<file path="src/rtl/control_sequencer.sv">
// Microcoded control unit: fetch/execute T-state counter plus combinational
// control-word decode of opcode, step and ALU flags. HLT latches until clr.
module control_sequencer (
  input  logic       clk,
  input  logic       clr,
  input  logic [3:0] opcode,
  input  logic       cf,
  input  logic       zf,
  output logic [2:0] step,
  output logic       hlt,
  output logic       mi,
  output logic       ri,
  output logic       ro,
  output logic       io,
  output logic       ii,
  output logic       ai,
  output logic       ao,
  output logic       eo,
  output logic       su,
  output logic       bi,
  output logic       oi,
  output logic       ce,
  output logic       co,
  output logic       j,
  output logic       fi
);

  typedef enum logic [2:0] {T0, T1, T2, T3, T4} tstate_t;

  typedef enum logic [3:0] {
    OP_NOP = 4'h0,
    OP_LDA = 4'h1,
    OP_ADD = 4'h2,
    OP_SUB = 4'h3,
    OP_STA = 4'h4,
    OP_LDI = 4'h5,
    OP_JMP = 4'h6,
    OP_JC  = 4'h7,
    OP_JZ  = 4'h8,
    OP_OUT = 4'hE,
    OP_HLT = 4'hF
  } op_t;

  tstate_t state;
  tstate_t last_step;
  tstate_t next_state;
  logic    halted;

  assign step = state;

  always_comb begin
    case (opcode)
      OP_LDI, OP_JMP, OP_JC, OP_JZ, OP_OUT, OP_HLT: last_step = T2;
      OP_LDA, OP_STA:                               last_step = T3;
      OP_ADD, OP_SUB:                               last_step = T4;
      default:                                      last_step = T1;
    endcase
  end

  always_comb begin
    case (state)
      T0:      next_state = T1;
      T1:      next_state = T2;
      T2:      next_state = T3;
      T3:      next_state = T4;
      default: next_state = T0;
    endcase
  end

  // ">=" rather than "==" so a live opcode change can never strand the counter past its last step.
  always_ff @(posedge clk or posedge clr) begin
    if (clr) begin
      state  <= T0;
      halted <= 1'b0;
    end else if (!halted) begin
      if (opcode == OP_HLT && state == T2)
        halted <= 1'b1;
      else if (state >= last_step)
        state <= T0;
      else
        state <= next_state;
    end
  end

  always_comb begin
    hlt = 1'b0; mi = 1'b0; ri = 1'b0; ro = 1'b0; io = 1'b0; ii = 1'b0;
    ai  = 1'b0; ao = 1'b0; eo = 1'b0; su = 1'b0; bi = 1'b0; oi = 1'b0;
    ce  = 1'b0; co = 1'b0; j  = 1'b0; fi = 1'b0;
    if (!clr) begin
      if (halted) begin
        hlt = 1'b1;
      end else begin
        case (state)
          T0: begin co = 1'b1; mi = 1'b1; end
          T1: begin ro = 1'b1; ii = 1'b1; ce = 1'b1; end
          T2: begin
            case (opcode)
              OP_LDA, OP_ADD, OP_SUB, OP_STA: begin io = 1'b1; mi = 1'b1; end
              OP_LDI: begin io = 1'b1; ai = 1'b1; end
              OP_JMP: begin io = 1'b1; j = 1'b1; end
              OP_JC:  begin io = 1'b1; j = cf; end
              OP_JZ:  begin io = 1'b1; j = zf; end
              OP_OUT: begin ao = 1'b1; oi = 1'b1; end
              OP_HLT: hlt = 1'b1;
              default: ;
            endcase
          end
          T3: begin
            case (opcode)
              OP_LDA:         begin ro = 1'b1; ai = 1'b1; end
              OP_ADD, OP_SUB: begin ro = 1'b1; bi = 1'b1; end
              OP_STA:         begin ao = 1'b1; ri = 1'b1; end
              default: ;
            endcase
          end
          T4: begin
            if (opcode == OP_ADD || opcode == OP_SUB) begin
              eo = 1'b1; ai = 1'b1; fi = 1'b1;
              su = (opcode == OP_SUB);
            end
          end
          default: ;
        endcase
      end
    end
  end

endmodule

</file>
<file path="config.mk">
export PLATFORM = sky130hd
export DESIGN_NAME = control_sequencer
export DESIGN_NICKNAME = d
export VERILOG_FILES = /design/src/rtl/control_sequencer.sv
export SDC_FILE = /design/constraint.sdc
export NUM_CORES = 1
export LEC_CHECK = 0
export ABC_AREA = 1
export CAP_MARGIN = 30
export CORE_MARGIN = 2
export CORE_UTILIZATION = 41
export CTS_CLUSTER_SIZE = 24
export DETAILED_ROUTE_END_ITERATION = 10
export PLACE_DENSITY = 0.81
export SETUP_SLACK_MARGIN = 0.5
export SYNTH_ARGS = -nofsm -noshare
export SYNTH_HDL_FRONTEND = slang
export SYNTH_SLANG_ARGS = --single-unit
export TNS_END_PERCENT = 1
</file>
<file path="constraint.sdc">
create_clock -name clk -period 2.3 [get_ports clk]
set_input_delay 0.575 -clock clk [delete_from_list [all_inputs] [get_ports clk]]
set_output_delay 0.575 -clock clk [all_outputs]
set_load 0.1 [all_outputs]
</file>
==> flow_summary.yaml, run 1 <==
status:
  outcome: "did not finish"
  stop_error: "[ERROR DPL-0033] detailed placement checks failed during check placement."
  stop_stage: "detailed placement"
logic_synthesis:
  ys_seq_area_share_pct: 17.7
  yosysTopAreaCell: "dfrtp_1"
  synth_area_per_cell_um2: 5.49
  syn_inst: 103
  ys_ff_latch: 4
  yosysWarnings: 0
  syn_area_um2: 566
  yosysTopAreaCellShare_pct: 17.7
  syn_nets: 114
  synth.distinct_cells: 17
  synth.area.top_cells: "dfrtp_1 (18%), nand2_1 (15%), nor2_1 (14%)"
floorplan:
  die_w_um: 41.1
  initial_core_util_pct: 43.5
  io_pins: 27
  rows: 13
  die_h_um: 41.1
placed_design:
  dp_hpwl_mm: 2.41
  port_buffers: 26
  place.gp.congestion: 0.884
-- synthesized netlist by cell type (all sizes together) --
master,instances
a21oi,7
buf,2
dfrtp,4
ha,3
inv,16
nand2,25
nand3,10
nand4,4
nor2,23
nor3,4
o211ai,1
o21ai,4
-- logic make-up after synthesis --
family	synth area share, %
and+or+nand+nor	51.3
buffers and inverters	13.3
AOI/OAI and AO/OA	11.1
DFF	17.7
adders and majority gates	6.64
-- per-stage QoR --
stage | setup slack [ns] | std cells | instance area [um2]
after global placement | -0.202 | 157 | 1270
after floorplan | -0.129 | 103 | 762
==> run 2: changes to the inputs <==
--- a/config.mk
+++ b/config.mk
@@ -7,12 +7,10 @@
 export LEC_CHECK = 0
 export ABC_AREA = 1
 export CAP_MARGIN = 30
-export CORE_MARGIN = 2
-export CORE_UTILIZATION = 41
-export CTS_CLUSTER_SIZE = 24
+export CORE_AREA = 2 2 63 65
 export DETAILED_ROUTE_END_ITERATION = 10
-export PLACE_DENSITY = 0.81
-export SETUP_SLACK_MARGIN = 0.5
+export DIE_AREA = 0 0 65 67
+export PLACE_DENSITY_LB_ADDON = 0.15
 export SYNTH_ARGS = -nofsm -noshare
 export SYNTH_HDL_FRONTEND = slang
 export SYNTH_SLANG_ARGS = --single-unit
==> flow_summary.yaml, run 2 <==
floorplan:
  io_pins: 27
  die_h_um: 67
  core-area_um2: 3610
  dieArea_um2: 4360
  die_w_um: 65
  rows: 22
  initial_core_util_pct: 15.7
placed_design:
  place.gp.congestion: 0.808
  post_dp_cell_area_um2: 1240
  port_buffers: 26
  dp_slack_ns: -0.231
  placed_cells: 189
  dp_hpwl_mm: 1.74
finish:
  layout-drive-gt1-share_pct: 56.5
  stdcell_area_um2: 1350
  fin_cells: 195
  syn2layout_area_growth_pct: 139
  mostFrequentLayoutCells: "nand2_1 (19), buf_4 (19), buf_12 (16)"
  final_nets: 159
  largest_reg_flops: 3
  diodes: 0
  fill_cells: 391
clock_network:
  clk_pin_slew_ns: 0.04
  worst_skew_pair.late_latency_ns: 0.22
  cts_tree: "yes"
  clock-sinks: 4
  clockBufferDepth: 2
  cts_buffers: 3
  cts_root_buffer: "clkbuf_8"
  h-tree-depth: 1
logic_synthesis:
  yosysTopAreaCellShare_pct: 17.7
  syn_nets: 114
  synth-async-reset-ratio_pct: 100
  yosysTopAreaCell: "dfrtp_1"
  yosys-top-cells-count: "nand2_1 (23), nor2_1 (21), inv_1 (11), nand3_1 (10), a21oi_1 (7)"
  synth.distinct_cells: 17
  syn_inst: 103
  synth.area.top_cells: "dfrtp_1 (18%), nand2_1 (15%), nor2_1 (14%)"
  yosysWarnings: 0
  ys_seq_area_share_pct: 17.7
  syn_area_um2: 566
  ys_ff_latch: 4
  synth_edf_count: 0
  synth_flop_cell: "dfrtp_1"
  yosysMostFrequentCell: "nand2_1"
  synth_area_per_cell_um2: 5.49
setup_path:
  worstPathRequired_ns: 1.73
  path_class: "in2out"
  worstPathBufferInverterCount: 3
  rr_startpoint: "step[2]"
  r2r_end: "step[2]"
  cp_max_fo: 5
  slowest_stage: "dlygate4sd2_1"
  path_cells: "dlygate4sd2_1, nor2_2, buf_4, nand4_1, a21oi_2, buf_12"
  worst_setup_path_end_kind: "output pin"
  path_delay_family: "buffers and inverters"
  reg2reg_depth: 5
  worstPathArrival_ns: 1.66
  worstSetupStartpointType: "input port"
  r2r_slack_ns: 0.70
  crit_path_max_incr_delay_ns: 0.26
timing:
  period_share_pct: 97.1
  drv_slew: 0
  clock_skew_ns: 0.00777
  worst_pin_slew_ns: 0.405
  rsz0062_at_grt: "yes"
  fin_crit_ns: 2.23
  fin_setup_tns_ns: 0
  finalHoldViolations: 0
  max_slew_margin_pct: 72.9
  fmax_mhz: 448
  finalSetupViolCount: 0
  fin_ws_ns: 0.0659
global_routing:
  grt_pass1_wl_mm: 3.68
  grtUsageTotal_pct: 10.9
  grt_antenna_before_repair: 0
  grt_overflow: 0
  grt_pass1_vias: 827
  grt_max_degree: 10
routing:
  via_per_inst: 4.15
  wirelength_mm: 2.03
  drc: 0
  drt_iter0_markers: 8
  ant_nets: 0
  post_drt_wl_per_cell_um: 10.4
  dr.pass1.iters: 3
  vias: 809
min_path:
  hold_path.class: "in2async"
power_and_ir_drop:
  p_leak_nw: 0.566
  peakVddDrop_mv: 0.305
  total_power_mw: 0.370
  powerDensity_nw_per_um2: 274
job:
  maxCapViolCount: 0
status:
  outcome: "finished clean"
-- run 2: cell counts after synthesis --
No cell type changed its count.
-- run 2: power by group --
part	switching, mW	internal, mW
combinational	0.0861	0.0479
sequential	0.00249	0.0747
clock	0.0403	0.119
total	0.129	0.241
-- run 2: logic make-up (layout without fill, tap and decap cells) --
logic type      count (synthesis)  in the layout  share of synthesized area (%)
simple gates                   66             66                           51.3
buf+inv                        18             62                           13.3
compound gates                 12             12                           11.1
flops                           4              4                           17.7
fa+ha+maj                       3              3                           6.64
-- run 2: repair_timing --
item                                    4_1_cts  5_1_grt
pin swaps                                     3        5
endpoints found under the setup margin       16       10
hold buffers                                  0        0
endpoints found under the hold margin         0        0
buffers inserted                              0        2
gates resized for setup                      17       16
-- run 2: layer usage --
metal	share of wire, %	global-route usage, %
met5	0	0
met2	51	18.0
met3	3.9	1.69
met1	44	13.6
met4	1.5	5.59
-- run 2: worst max-delay path by stage --
stage                   start  end  slack, ns  depth (start not counted)
global route              clr    j      -0.02                          6
global placement          clr    j      -0.24                          6
finish              opcode[0]    j       0.07                          6
floorplan             step[2]  hlt      -0.22                          7
CTS                 opcode[3]    j      0.004                          8
detailed placement        clr    j      -0.23                          6
-- run 2: final cells by class --
type	count	area, um2	share of cell area, %
Multi-Input combinational cell	81	542	40.1
Inverter	16	70.1	5.19
Tap cell	48	60.1	4.45
Timing Repair Buffer	42	522	38.6
Clock buffer	4	45.0	3.34
Sequential cell	4	111	8.25
-- run 2: per-stage QoR --
stage               hold WS (ns)  utilization (%)
floorplan                  0.341                -
global placement           0.515             34.5
detailed placement         0.524             34.5
CTS                        0.472             36.5
global route               0.535             37.4
finish                     0.509             37.4
-- run 2: worst reg2reg max path, delay by kind of cell (launching register included) --
| kind | cells | cell delay [ns] |
|---|---|---|
| AOI/OAI and AO/OA | 2 | 0.40 |
| adders and majority gates | 1 | 0.32 |
| DFF | 1 | 0.48 |
| buffers and inverters | 1 | 0.17 |
| and+or+nand+nor | 1 | 0.11 |
No activity file was read; power rests on OpenSTA's default activity.
